### config.mk
export PLATFORM = sky130hd
export DESIGN_NAME = rpsc_power_sequencer
export DESIGN_NICKNAME = d
export VERILOG_FILES = /design/src/rtl/rpsc_seq_pkg.sv /design/src/rtl/rpsc_step_timer.sv /design/src/rtl/rpsc_power_sequencer.sv
export SDC_FILE = /design/constraint.sdc
export NUM_CORES = 1
export LEC_CHECK = 0
export BUFFER_PORTS_ARGS = -buffer_cell sky130_fd_sc_hd__buf_2
export CAP_MARGIN = 20
export CORE_MARGIN = 2
export CORE_UTILIZATION = 50
export DETAILED_ROUTE_END_ITERATION = 10
export HOLD_SLACK_MARGIN = 0.06
export PLACE_DENSITY = 0.72
export SLEW_MARGIN = 5
export SYNTH_ARGS = -nofsm -noshare
export SYNTH_HDL_FRONTEND = slang
export SYNTH_SLANG_ARGS = --single-unit
export TNS_END_PERCENT = 50
### constraint.sdc
create_clock -name clk -period 4.89 [get_ports clk]
set_input_delay 0.978 -clock clk [delete_from_list [all_inputs] [get_ports clk]]
set_output_delay 0.978 -clock clk [all_outputs]
set_load 0.03 [all_outputs]
### src/rtl/rpsc_seq_pkg.sv
`default_nettype none
// ============================================================================
// Module   : rpsc_seq_pkg
// Brief    : Shared state encoding, stage indices and helpers for the RPSC
//            transmitter power sequencer.
// Revision : 1.0 - initial release
// ============================================================================
package rpsc_seq_pkg;

    typedef enum logic [3:0] {
        ST_OFF        = 4'd0,
        ST_SB_STEP    = 4'd1,
        ST_SB_READY   = 4'd2,
        ST_HV_STEP    = 4'd3,
        ST_HV_READY   = 4'd4,
        ST_SHUT_HV    = 4'd5,
        ST_SHUT_SB    = 4'd6,
        ST_FAULT_COOL = 4'd7,
        ST_FAULT      = 4'd8
    } state_e;

    localparam int STG_FAN    = 0;
    localparam int STG_DR_AMP = 1;
    localparam int STG_G1     = 2;
    localparam int STG_CA     = 3;
    localparam int STG_G2     = 4;
    localparam int STG_ANODE  = 5;
    localparam int N_STAGES   = 6;
    localparam int N_SB       = 4;

    function automatic int max3(input int a, input int b, input int c);
        int m;
        m = (a > b) ? a : b;
        return (m > c) ? m : c;
    endfunction

    // Lowest set bit index; used to report the first stage that dropped out.
    function automatic logic [2:0] lowest_set(input logic [N_STAGES-1:0] v);
        logic [2:0] idx;
        idx = 3'd0;
        for (int i = N_STAGES - 1; i >= 0; i--) begin
            if (v[i]) idx = 3'(i);
        end
        return idx;
    endfunction

endpackage
`default_nettype wire

### src/rtl/rpsc_step_timer.sv
`default_nettype none
// ============================================================================
// Module   : rpsc_step_timer
// Brief    : Loadable saturating down-counter; expired flags the edge on
//            which a value loaded N edges earlier runs out.
// Revision : 1.0 - initial release
// ============================================================================
module rpsc_step_timer #(
    parameter int WIDTH = 4
) (
    input  logic             clk,
    input  logic             reset,
    input  logic             load,
    input  logic [WIDTH-1:0] value,
    output logic             expired
);

    logic [WIDTH-1:0] r_count;

    always_ff @(posedge clk or negedge reset) begin
        if (!reset) begin
            r_count <= '0;
        end else if (load) begin
            r_count <= value;
        end else if (r_count != '0) begin
            r_count <= r_count - WIDTH'(1);
        end
    end

    assign expired = (r_count <= WIDTH'(1));

endmodule
`default_nettype wire

### src/rtl/rpsc_power_sequencer.sv
`default_nettype none
// ============================================================================
// Module   : rpsc_power_sequencer
// Brief    : RPSC transmitter power sequencer: staged enable/ack bring-up,
//            reverse-order shutdown, ack timeout and dropout fault handling.
// Config   : RPSC_SEQ_HV_INTERLOCK_EN adds the hv_interlock_n permit input.
// Revision : 1.0 - initial release
// ============================================================================
module rpsc_power_sequencer
    import rpsc_seq_pkg::*;
#(
    parameter int STEP_DLY    = 4,
    parameter int ACK_TIMEOUT = 1000,
    parameter int COOL_DLY    = 5000
) (
    input  logic                clk,
    input  logic                reset,
    input  logic                sb_on_req,
    input  logic                hv_on_req,
    input  logic                hv_off_req,
    input  logic                off_req,
    input  logic                fault_clr,
`ifdef RPSC_SEQ_HV_INTERLOCK_EN
    input  logic                hv_interlock_n,
`endif
    input  logic [N_STAGES-1:0] status_n,
    output logic [N_STAGES-1:0] en,
    output logic                sb_ready,
    output logic                hv_ready,
    output logic                busy,
    output logic                fault,
    output logic [2:0]          fault_stage,
    output logic                fault_dropout
);

    localparam int c_CNT_MAX = max3(STEP_DLY, ACK_TIMEOUT, COOL_DLY);
    localparam int c_CNT_W   = $clog2(c_CNT_MAX + 1);

    localparam logic [c_CNT_W-1:0] c_LD_ONE  = c_CNT_W'(1);
    localparam logic [c_CNT_W-1:0] c_LD_STEP = c_CNT_W'(STEP_DLY);
    localparam logic [c_CNT_W-1:0] c_LD_ACK  = c_CNT_W'(ACK_TIMEOUT);
    localparam logic [c_CNT_W-1:0] c_LD_COOL = c_CNT_W'(COOL_DLY);
    localparam logic [2:0]         c_LAST_SB = 3'(STG_CA);
    localparam logic [2:0]         c_LAST_HV = 3'(STG_ANODE);
    localparam logic [2:0]         c_FIRST_HV = 3'(STG_G2);
    localparam logic [2:0]         c_FIRST_SB = 3'(STG_FAN);

    state_e                r_state, w_state_nxt;
    logic [2:0]            r_stage, w_stage_nxt;
    logic [N_STAGES-1:0]   r_en, w_en_nxt;
    logic [N_STAGES-1:0]   r_acked, w_ack_set;
    logic                  r_fault, w_fault_nxt;
    logic [2:0]            r_fault_stage, w_fstage_nxt;
    logic                  r_fault_dropout, w_fdrop_nxt;
    logic                  r_sb_ready, r_hv_ready, r_busy;
    logic                  w_load, w_expired;
    logic [c_CNT_W-1:0]    w_load_val;
    logic                  w_hv_permit, w_hv_off;
    logic                  w_in_step, w_monitor, w_timeout, w_dropout;
    logic [N_STAGES-1:0]   w_drop_vec;

`ifdef RPSC_SEQ_HV_INTERLOCK_EN
    // Losing the permit while HV is up is an orderly HV shutdown, not a fault.
    assign w_hv_permit = ~hv_interlock_n;
    assign w_hv_off    = hv_off_req | hv_interlock_n;
`else
    assign w_hv_permit = 1'b1;
    assign w_hv_off    = hv_off_req;
`endif

    rpsc_step_timer #(
        .WIDTH   (c_CNT_W)
    ) u_timer (
        .clk     (clk),
        .reset   (reset),
        .load    (w_load),
        .value   (w_load_val),
        .expired (w_expired)
    );

    assign w_in_step  = (r_state == ST_SB_STEP) || (r_state == ST_HV_STEP);
    assign w_monitor  = !((r_state == ST_OFF) || (r_state == ST_FAULT_COOL) || (r_state == ST_FAULT));
    assign w_timeout  = w_in_step && !r_acked[r_stage] && status_n[r_stage] && w_expired;
    assign w_drop_vec = r_en & r_acked & status_n;
    assign w_dropout  = w_monitor && (|w_drop_vec);

    always_comb begin
        w_state_nxt  = r_state;
        w_stage_nxt  = r_stage;
        w_en_nxt     = r_en;
        w_ack_set    = '0;
        w_load       = 1'b0;
        w_load_val   = c_LD_ONE;
        w_fault_nxt  = r_fault;
        w_fstage_nxt = r_fault_stage;
        w_fdrop_nxt  = r_fault_dropout;
        if (w_dropout || w_timeout) begin
            w_state_nxt  = ST_FAULT_COOL;
            w_en_nxt     = {{(N_STAGES-1){1'b0}}, r_en[STG_FAN]};
            w_load       = 1'b1;
            w_load_val   = c_LD_COOL;
            w_fault_nxt  = 1'b1;
            w_fstage_nxt = w_dropout ? lowest_set(w_drop_vec) : r_stage;
            w_fdrop_nxt  = w_dropout;
        end else begin
            case (r_state)
                ST_OFF: begin
                    if (sb_on_req) begin
                        w_state_nxt          = ST_SB_STEP;
                        w_stage_nxt          = c_FIRST_SB;
                        w_en_nxt[STG_FAN]    = 1'b1;
                        w_load               = 1'b1;
                        w_load_val           = c_LD_ACK;
                    end
                end
                ST_SB_STEP, ST_HV_STEP: begin
                    if (off_req) begin
                        w_state_nxt = ST_SHUT_SB;
                        w_load      = 1'b1;
                    end else if ((r_state == ST_HV_STEP) && w_hv_off) begin
                        w_state_nxt = ST_SHUT_HV;
                        w_load      = 1'b1;
                    end else if (!r_acked[r_stage]) begin
                        if (!status_n[r_stage]) begin
                            w_ack_set[r_stage] = 1'b1;
                            w_load             = 1'b1;
                            w_load_val         = c_LD_STEP;
                        end
                    end else if (w_expired) begin
                        if (r_stage == c_LAST_SB) begin
                            w_state_nxt = ST_SB_READY;
                        end else if (r_stage == c_LAST_HV) begin
                            w_state_nxt = ST_HV_READY;
                        end else begin
                            w_stage_nxt                 = r_stage + 3'd1;
                            w_en_nxt[r_stage + 3'd1]    = 1'b1;
                            w_load                      = 1'b1;
                            w_load_val                  = c_LD_ACK;
                        end
                    end
                end
                ST_SB_READY: begin
                    if (off_req) begin
                        w_state_nxt = ST_SHUT_SB;
                        w_load      = 1'b1;
                    end else if (hv_on_req && w_hv_permit) begin
                        w_state_nxt       = ST_HV_STEP;
                        w_stage_nxt       = c_FIRST_HV;
                        w_en_nxt[STG_G2]  = 1'b1;
                        w_load            = 1'b1;
                        w_load_val        = c_LD_ACK;
                    end
                end
                ST_HV_READY: begin
                    if (off_req) begin
                        w_state_nxt = ST_SHUT_SB;
                        w_load      = 1'b1;
                    end else if (w_hv_off) begin
                        w_state_nxt = ST_SHUT_HV;
                        w_load      = 1'b1;
                    end
                end
                // r_stage always points at the highest enabled stage while unwinding.
                ST_SHUT_HV, ST_SHUT_SB: begin
                    if ((r_state == ST_SHUT_HV) && off_req) begin
                        w_state_nxt = ST_SHUT_SB;
                    end else if (w_expired) begin
                        w_en_nxt[r_stage] = 1'b0;
                        if ((r_state == ST_SHUT_HV) && (r_stage == c_FIRST_HV)) begin
                            w_state_nxt = ST_SB_READY;
                            w_stage_nxt = c_LAST_SB;
                        end else if (r_stage == c_FIRST_SB) begin
                            w_state_nxt = ST_OFF;
                        end else begin
                            w_stage_nxt = r_stage - 3'd1;
                            w_load      = 1'b1;
                            w_load_val  = c_LD_STEP;
                        end
                    end
                end
                ST_FAULT_COOL: begin
                    if (w_expired) begin
                        w_en_nxt[STG_FAN] = 1'b0;
                        w_state_nxt       = ST_FAULT;
                    end
                end
                ST_FAULT: begin
                    if (fault_clr && (status_n == {N_STAGES{1'b1}})) begin
                        w_state_nxt  = ST_OFF;
                        w_fault_nxt  = 1'b0;
                        w_fstage_nxt = 3'd0;
                        w_fdrop_nxt  = 1'b0;
                    end
                end
                default: begin
                    w_state_nxt = ST_OFF;
                    w_en_nxt    = '0;
                end
            endcase
        end
    end

    always_ff @(posedge clk or negedge reset) begin
        if (!reset) begin
            r_state         <= ST_OFF;
            r_stage         <= 3'd0;
            r_en            <= '0;
            r_acked         <= '0;
            r_fault         <= 1'b0;
            r_fault_stage   <= 3'd0;
            r_fault_dropout <= 1'b0;
            r_sb_ready      <= 1'b0;
            r_hv_ready      <= 1'b0;
            r_busy          <= 1'b0;
        end else begin
            r_state         <= w_state_nxt;
            r_stage         <= w_stage_nxt;
            r_en            <= w_en_nxt;
            r_acked         <= (r_acked | w_ack_set) & w_en_nxt;
            r_fault         <= w_fault_nxt;
            r_fault_stage   <= w_fstage_nxt;
            r_fault_dropout <= w_fdrop_nxt;
            r_sb_ready      <= w_state_nxt inside {ST_SB_READY, ST_HV_STEP, ST_HV_READY, ST_SHUT_HV};
            r_hv_ready      <= (w_state_nxt == ST_HV_READY);
            r_busy          <= w_state_nxt inside {ST_SB_STEP, ST_HV_STEP, ST_SHUT_HV, ST_SHUT_SB,
                                                   ST_FAULT_COOL};
        end
    end

    assign en            = r_en;
    assign sb_ready      = r_sb_ready;
    assign hv_ready      = r_hv_ready;
    assign busy          = r_busy;
    assign fault         = r_fault;
    assign fault_stage   = r_fault_stage;
    assign fault_dropout = r_fault_dropout;

endmodule
`default_nettype wire

==> results.cfg, run 1 <==
[status]
outcome = completed

[clock_tree]
clkLatencyLatePin_ps = 300
cts_setup_buffers = 0
htree_levels = 2
clock-root-buffer = clkbuf_8
cts_buffers = 5
cts_max_path_buffers = 2
cts_num_sinks = 40
cts_tree = built
cts_resized = 0
hold_buffers = 0
clk_pin_slew_worst_paths_ps = 80

[worst_setup_path]
r2r-start = r_state[0]
r2r-end = r_acked[0]
worst_setup_path_start_kind = flip-flop
rrSetupSlack_ps = 1980
setup.worst_path.start = r_state[0]
slowest_stage = dfrtp_1
crit_fanout = 23
worstSetupPathType = reg2reg
reg2reg_depth = 5
required_ps = 5110
arrival_ps = 3130
endpoint = r_acked[0]
end_kind = flip-flop
crit_path_max_incr_delay_ps = 770
path_cells = or3b_1 > or2_1 > nor4_1 > o2111ai_1 > a31oi_1

[logic_synthesis]
yosys.area_share.simple_pct = 25.1
synth_cell_types = 66
synth-async-reset-ratio_pct = 100
synth_xor_area_share_pct = 3.79
synth_ff_type = dfrtp_1
seq_area_frac_synth_pct = 33.3
synth_seq_cells = 40
postSynthCellCount = 354
synthesis.area_mm2 = 0.00301
synth_adder_area_share_pct = 3.33
syn_area_per_cell_um2 = 8.50
syn_nets = 375
synth_compound_area_share_pct = 24.8
synth_edf_count = 0
synth_mux_area_share_pct = 4.28
yosysWarnings = 0
synth_top_family_by_area = simple AND/OR/NAND/NOR gates

[timing]
fmax_mhz = 344
worst_slew_pin_slew_ps = 920
setup_viol = 0
max-slew-margin-rel_pct = 38.7
fin_skew_ps = 7.43
final_max_slew_viol_count = 0
rsz0062_at_grt = false
finalHoldViolCount = 0
fin_setup_tns_ps = 0
fin_crit_sh_pct = 59.4
fin_crit_ps = 2910

[pwr]
power.density_mw_per_mm2 = 639
p_leak_nw = 1.39
ir_worst_vdd_v = 0.000332

[floorplan]
design.core.area_mm2 = 0.00585
die_h_um = 81.6
ios = 27
rows = 28
dieArea_mm2 = 0.00665
die_w_um = 81.6
initial_core_util_pct = 51.4

[layout]
fin_nets = 387
fillCellCount = 538
seqCellArea_mm2 = 0.00100
final_common_cell = dfrtp_1
n_antenna_cell = 0
mostFrequentLayoutCells = 40 x dfrtp_1, 37 x nand2_1, 26 x a21oi_1, 26 x buf_2, 24 x nor2_1
final_area_mm2 = 0.00325
drive_gt1_share_pct = 14.7
multi_input_area_mm2 = 0.00184
area_growth_pct = 7.99

[drt]
dr.pass1.iters = 6
wirelength_um = 7990
viasPerCell = 6.52
drc = 0
avgRoutedWirePerCell_um = 18.1
final_antenna_net_count = 0
drt_iter0_markers = 408
vias = 2884

[global_routing]
grt-ovfl-total = 0
grt_pass1_vias = 2749
grt_max_degree = 41
grt_pass1_wl_um = 13200
grt_use_total_pct = 25.5
antenna_found_initial = 0

[min_path]
hold_class = reg2reg

[placement]
dpl_cell_area_mm2 = 0.00312
gp_congestion = 0.943
dpl.hpwl_um = 5830
io_buffers = 26

[run]
cap_violations = 0
power breakdown:
group | internal, mW | switching (mW) | leakage [nW] | total (mW)
Sequential | 0.429 | 0.165 | 0.527 | 0.594
Clock | 0.180 | 0.120 | 0.0645 | 0.300
Combinational | 0.454 | 0.728 | 0.799 | 1.18
stage by stage:
| step | power, mW | cells | setup WS [ps] | util, % | hold WS [ps] |
|---|---|---|---|---|---|
| after floorplan | 1.51 | 354 | 2330 | - | 526 |
| final | 2.08 | 442 | 1980 | 55.5 | 487 |
| after CTS | 2.06 | 442 | 2030 | 55.5 | 488 |
| after global placement | 1.73 | 434 | 1880 | 53.4 | 472 |
| after global routing | 2.23 | 442 | 1710 | 55.5 | 511 |
| after detailed placement | 1.75 | 434 | 1800 | 53.4 | 469 |
how the worst min path moves through the flow:
stage	from	to	slack [ps]	cells past startpoint
6_report	fault	fault	490	2
5_1_grt	fault	fault	510	2
4_1_cts	fault	fault	490	2
3_5_place_dp	fault	fault	470	2
3_3_place_gp	fault	fault	470	2
2_1_floorplan	u_timer.r_count[10]	u_timer.r_count[10]	530	2
synthesized netlist by cell type (7+ instances only):
cell type	instances	area [um^2]
a211oi_1	8	60.1
a21oi_1	26	130
a31oi_1	7	43.8
buf_2	7	35.0
clkbuf_1	12	45.0
dfrtp_1	40	1000
ha_1	8	100
inv_1	10	37.5
nand2_1	37	139
nand3_1	20	100
nor2_1	24	90.1
nor3_1	11	55.1
nor4_1	9	56.3
o211ai_1	10	75.1
o21ai_0	14	70.1
xnor2_1	8	70.1
per-layer routing:
layer	part of all wire, %	GRT usage (%)	vias to the layer above
li1	-	-	1353
met4	2.7	10.8	0
met5	0	0	-
met3	6.7	5.49	25
met1	44	33.4	1363
met2	46	40.5	143
critical path, delay by kind of cell (launching register included):
| family | cells | cell delay [ps] |
|---|---|---|
| AO/OA/AOI/OAI | 2 | 490 |
| flip-flops | 1 | 770 |
| AND/OR/NAND/NOR | 3 | 1560 |
sequential cells by signal, indices dropped and copies added, names as in the netlist:
register / flops
en: 6
fault: 1
r_state: 4
fault_dropout: 1
busy: 1
sb_ready: 1
fault_stage: 3
u_timer.r_count: 13
hv_ready: 1
r_stage: 3
r_acked: 6
final cells by class:
class	count	share of cell area, %
clock buffer	7	2.97
inverter	10	1.16
timing repair buffer	28	4.47
sequential	40	30.8
multi-input combinational	281	56.8
clock inverter	1	0.924
tap	75	2.89
logic make-up (layout without fill, tap and decap cells):
kind of cell | after synthesis | count (layout)
and+or+nand+nor | 144 | 144
AOI/OAI and AO/OA | 105 | 105
DFF | 40 | 40
buffers and inverters | 33 | 46
xor gates and xnor gates | 13 | 13
muxes | 11 | 11
adders and majority gates | 8 | 8
(Power assumes the default switching activity.)
==> run 2: changes to the inputs <==
Settings changed: ABC_AREA set to 1, PLACE_DENSITY 0.72 to 0.74.
Clock period 4.89 ns to 2.3 ns, I/O delays scaled along.
==> results.cfg, run 2 <==
[status]
outcome = completed

[drt]
final_antenna_net_count = 0
dr.pass1.iters = 5
drt_iter0_markers = 296
avgRoutedWirePerCell_um = 14.3
vias = 3014
drc = 0
viasPerCell = 5.57
wirelength_um = 7750

[global_routing]
grt_use_total_pct = 24.7
antenna_found_initial = 0
grt_max_degree = 18
grt_pass1_wl_um = 12600
grt-ovfl-total = 0
grt_pass1_vias = 2685

[logic_synthesis]
postSynthCellCount = 429
synth_edf_count = 0
synth_common_cells = 97 x nand2_1, 58 x inv_1, 45 x nor2_1
syn_nets = 450
synth_cell_types = 41
yosysWarnings = 0
synthesis.area_mm2 = 0.00304
synth_seq_cells = 40
synth_area_leaders = dfrtp_1 33%, nand2_1 12%, inv_1 7.2%
synth_ff_type = dfrtp_1
seq_area_frac_synth_pct = 33.0
syn_area_per_cell_um2 = 7.08
synth-async-reset-ratio_pct = 100
yosysTopAreaCell = dfrtp_1
synth_top_area_share_pct = 33.0
yosysMostFrequentCell = nand2_1

[layout]
largest_reg_flops = 13
drive_gt1_share_pct = 18.7
mostFrequentLayoutCells = 97 x nand2_1, 58 x inv_1, 45 x nor2_1, 38 x dfrtp_1, 36 x nand3_1
fin_util_pct = 57.4
instances_no_fill = 541
area_growth_pct = 11.2
regMostFlops = u_timer.r_count
fillCellCount = 565
final_common_cell = nand2_1
n_antenna_cell = 0
fin_nets = 487

[pwr]
pwr-share-clk_pct = 10.1
total_power_mw = 4.49
power.switching_mw = 2.39
p_leak_nw = 1.79
internal-power_mw = 2.11
swShare_pct = 53.1
pwr-share-seq_pct = 26.1
ir_worst_vdd_v = 0.000605
p_comb_share_pct = 63.8
power.density_mw_per_mm2 = 1330

[timing]
fin_crit_sh_pct = 92.6
worst_slew_pin_slew_ps = 761
setup_viol = 0
finalHoldViolCount = 0
fin_setup_tns_ps = 0
fin_crit_ps = 2130
rsz0062_at_grt = false
worst_slack_ps = 171
final_max_slew_viol_count = 0
max-slew-margin-rel_pct = 48.8
fmax_mhz = 470
fin_skew_ps = 6.26

[clock_tree]
cts_max_path_buffers = 2
cts_tree = built
cts_num_sinks = 40
cts_buffers = 5
hold_buffers = 0
clock-root-buffer = clkbuf_8
clk_pin_slew_worst_paths_ps = 80
htree_levels = 2
clkLatencyLatePin_ps = 290

[floorplan]
initial_core_util_pct = 51.6
design.core.area_mm2 = 0.00589
rows = 28
die_h_um = 81.9
die_w_um = 81.9
dieArea_mm2 = 0.00671
ios = 27

[placement]
pre_cts_slack_ps = 157
dpl.hpwl_um = 6090
io_buffers = 26
dp_cells = 533
gp_congestion = 0.988

[worst_setup_path]
worst_setup_path_start_kind = flip-flop
slowest_stage = dfrtp_1
end_kind = flip-flop
arrival_ps = 2320
r2r-end = r_acked[1]
crit_fanout = 7
worstSetupPathType = reg2reg
crit_path_max_incr_delay_ps = 500
r2r-start = r_state[1]
rrSetupSlack_ps = 170
required_ps = 2490
reg2reg_depth = 12
path_cells = nor2_1 > inv_1 > nor2_1 > nand2_1 > o211ai_1 > or2_2 > inv_1 > nand2_1 > o21ai_0 > o21ai_0 > nand2_1 > nor2_1

[min_path]
hold_class = in2async

[run]
cap_violations = 0
## run 2: cell types whose count changed in the layout (fill, tap and decap cells not counted), sizes merged, moves of 9 or more
| cell | change |
|---|---|
| nand2 | +68 |
| nor4 | -9 |
| nand3 | +21 |
| o21ai | +14 |
| inv | +53 |
| buf | +10 |
| nor2 | +32 |
## run 2: cells by family (layout without fill, tap and decap cells)
kind of cell	Yosys count	after routing	synth area share, %
simple gates	221	221	35.2
fa+ha+maj	8	8	3.30
compound gates	79	79	15.7
buf+inv	71	108	10.0
flops	40	40	33.0
xor+xnor	10	10	2.88
## run 2: how the worst max path moves through the flow
stage          cells after the start                from                  to
2_1_floorplan                     14          r_stage[1]  u_timer.r_count[0]
3_3_place_gp                      13          r_stage[1]  u_timer.r_count[2]
3_5_place_dp                      14  u_timer.r_count[0]  u_timer.r_count[0]
4_1_cts                           14  u_timer.r_count[0]  u_timer.r_count[0]
5_1_grt                           13          r_stage[0]  u_timer.r_count[0]
6_report                          12          r_state[1]          r_acked[1]
## run 2: repair_timing
item / 4_1_cts / 5_1_grt
setup endpoints to repair: 0 / 22
resized for setup: 0 / 5
buffers inserted: 0 / 1
## run 2: area by class of cell
type                       instances  area, um^2  share of cell area, %
sequential                        40        1000                   29.7
clock inverter                     2        12.5                  0.370
multi-input combinational        318        1740                   51.4
timing repair buffer              38         220                   6.52
tap                               75        93.8                   2.78
inverter                          63         244                   7.22
clock buffer                       5        68.8                   2.04
## run 2: layer usage
metal / track usage, % / share of wire [%] / wire [um]
met4: 6.67 / 1.7 / 128
met1: 35.5 / 46 / 3570
met2: 38.1 / 45 / 3490
met5: 0 / 0 / 0
met3: 4.73 / 7.2 / 562
## run 2: per-stage QoR
step / instance area (um^2) / hold slack (ps)
finish: 3380 / 70.7
global route: 3380 / 95.9
CTS: 3360 / 80.9
detailed placement: 3280 / 402
global placement: 3280 / 399
floorplan: 3040 / 164
## run 2: critical path: cells and delay by family (launching register included)
kind	cells	cell delay [ps]
and+or+nand+nor	7	830
DFF	1	500
AOI/OAI and AO/OA	3	450
buffers and inverters	2	230
## run 2: power by group through the flow
stage	combinational (mW)	sequential [mW]	clock, mW
6_report	2.87	1.17	0.455
5_1_grt	3.22	1.21	0.498
4_1_cts	2.82	1.16	0.466
3_5_place_dp	2.80	1.17	0
3_3_place_gp	2.75	1.17	0
2_1_floorplan	2.11	1.22	0
==> run 3: changes to the inputs <==
==> constraint.sdc (replaced) <==
create_clock -name clk -period 2.3 [get_ports clk]
set_input_delay 0.345 -clock clk [delete_from_list [all_inputs] [get_ports clk]]
set_output_delay 0.345 -clock clk [all_outputs]
set_load 0.03 [all_outputs]
==> results.cfg, run 3 (synthesis gave the netlist of run 2 again) <==
[status]
outcome = completed

[floorplan]
rows = 28
design.core.area_mm2 = 0.00589
ios = 27
initial_core_util_pct = 51.6
die_h_um = 81.9
die_w_um = 81.9
dieArea_mm2 = 0.00671

[worst_setup_path]
worstSetupPathType = reg2reg
crit_fanout = 7
worst_setup_path_start_kind = flip-flop
required_ps = 2490
arrival_ps = 2310
end_kind = flip-flop

[layout]
fin_nets = 487
regMostFlops = u_timer.r_count
area_growth_pct = 12.7
mostFrequentLayoutCells = 97 x nand2_1, 58 x inv_1, 45 x nor2_1, 38 x dfrtp_1, 35 x nand3_1
fillCellCount = 602
drive_gt1_share_pct = 18.8
n_antenna_cell = 0
final_common_cell = nand2_1
largest_reg_flops = 13

[timing]
max-slew-margin-rel_pct = 40.8
whs_ps = 164
fin_skew_ps = 9.89
fmax_mhz = 473
rsz0062_at_grt = false
worst_slew_pin_slew_ps = 888
finalHoldViolCount = 0
fin_crit_sh_pct = 92.0
setup_viol = 0
final_max_slew_viol_count = 0
fin_setup_tns_ps = 0
fin_crit_ps = 2120

[clock_tree]
cts_max_path_buffers = 2
hold_buffers = 0
clock-root-buffer = clkbuf_8
cts_buffers = 5
htree_levels = 2
clk_pin_slew_worst_paths_ps = 80
cts_num_sinks = 40
clkLatencyLatePin_ps = 300
cts_tree = built

[drt]
drc = 0
viasPerCell = 5.50
wirelength_um = 7870
vias = 2979
final_antenna_net_count = 0
dr_wl_met3_um = 508
top_layer = met4
dr.pass1.iters = 6
route.layer.met1.wl_um = 3690
routed-wl-met2_um = 3540
drt_iter0_markers = 285
avgRoutedWirePerCell_um = 14.5

[run]
cap_violations = 0

[min_path]
hold_class = in2async

[placement]
gp_congestion = 0.989
io_buffers = 26
dpl.hpwl_um = 6060

[pwr]
power.density_mw_per_mm2 = 1370
p_leak_nw = 1.81
ir_worst_vdd_v = 0.000699

[global_routing]
grt_pass1_vias = 2800
antenna_found_initial = 0
grt-ovfl-total = 0
grt_max_degree = 41
grt_pass1_wl_um = 13100
grt_use_total_pct = 25.7
==> run 3: final cells by class <==
class,count,area (um^2),share of cell area (%)
inverters,63,244,7.13
multi-input cells,318,1740,50.9
clock buffers,6,72.6,2.12
repair buffers,38,233,6.80
clock inverters,2,35.0,1.02
well taps,75,93.8,2.74
flip-flops and latches,40,1000,29.3
==> run 3: power by group <==
part	total (mW)	switching [mW]	internal (mW)	leakage [nW]
Combinational	2.94	1.94	1.00	1.24
Clock	0.573	0.251	0.322	0.0552
Sequential	1.16	0.219	0.939	0.519
Total	4.67	2.41	2.27	1.81
==> run 3: path summary, 6_finish.rpt <==
path,endpoint,startpoint,cells after the start,slack [ps]
max reg2reg,r_acked[3],r_state[1],12,180
min in group clk,fault_stage[2],fault_stage[2],2,540
max,r_acked[3],r_state[1],12,180
min reg2reg,fault_stage[2],fault_stage[2],2,540
max in group asynchronous,r_stage[0],reset,1,1540
min,r_acked[1],reset,1,160
==> run 3: critical path, cell delays in order (launching register included) <==
cell and delay, ps:
dfrtp_1 500, nor2_1 90, inv_1 150, nor2_1 80
nand2_1 140, o211ai_1 150, or2_2 290, inv_1 100
nand2_1 130, o21ai_0 170, o21ai_0 90, nand2_1 90
nor2_1 40
==> run 3: routing by layer <==
metal	global-route usage (%)	up-vias
met5	0	-
met4	7.00	0
met3	4.95	17
met2	39.8	102
met1	36.8	1387
li1	-	1473
==> run 3: timing repair <==
item / in CTS / in global routing
setup endpoints to repair: 0 / 22
gates resized for setup: 0 / 6
buffers inserted: 0 / 3
==> run 3: metrics by stage <==
stage / cell area (um^2) / std cells / util [%] / power [mW] / setup slack [ps]
floorplan: 3040 / 429 / - / 3.33 / 440
global placement: 3260 / 531 / 55.4 / 3.92 / 207
detailed placement: 3260 / 531 / 55.4 / 3.99 / 140
CTS: 3370 / 539 / 57.3 / 4.59 / 108
global route: 3420 / 542 / 58.1 / 5.13 / 9.97
finish: 3420 / 542 / 58.1 / 4.67 / 184
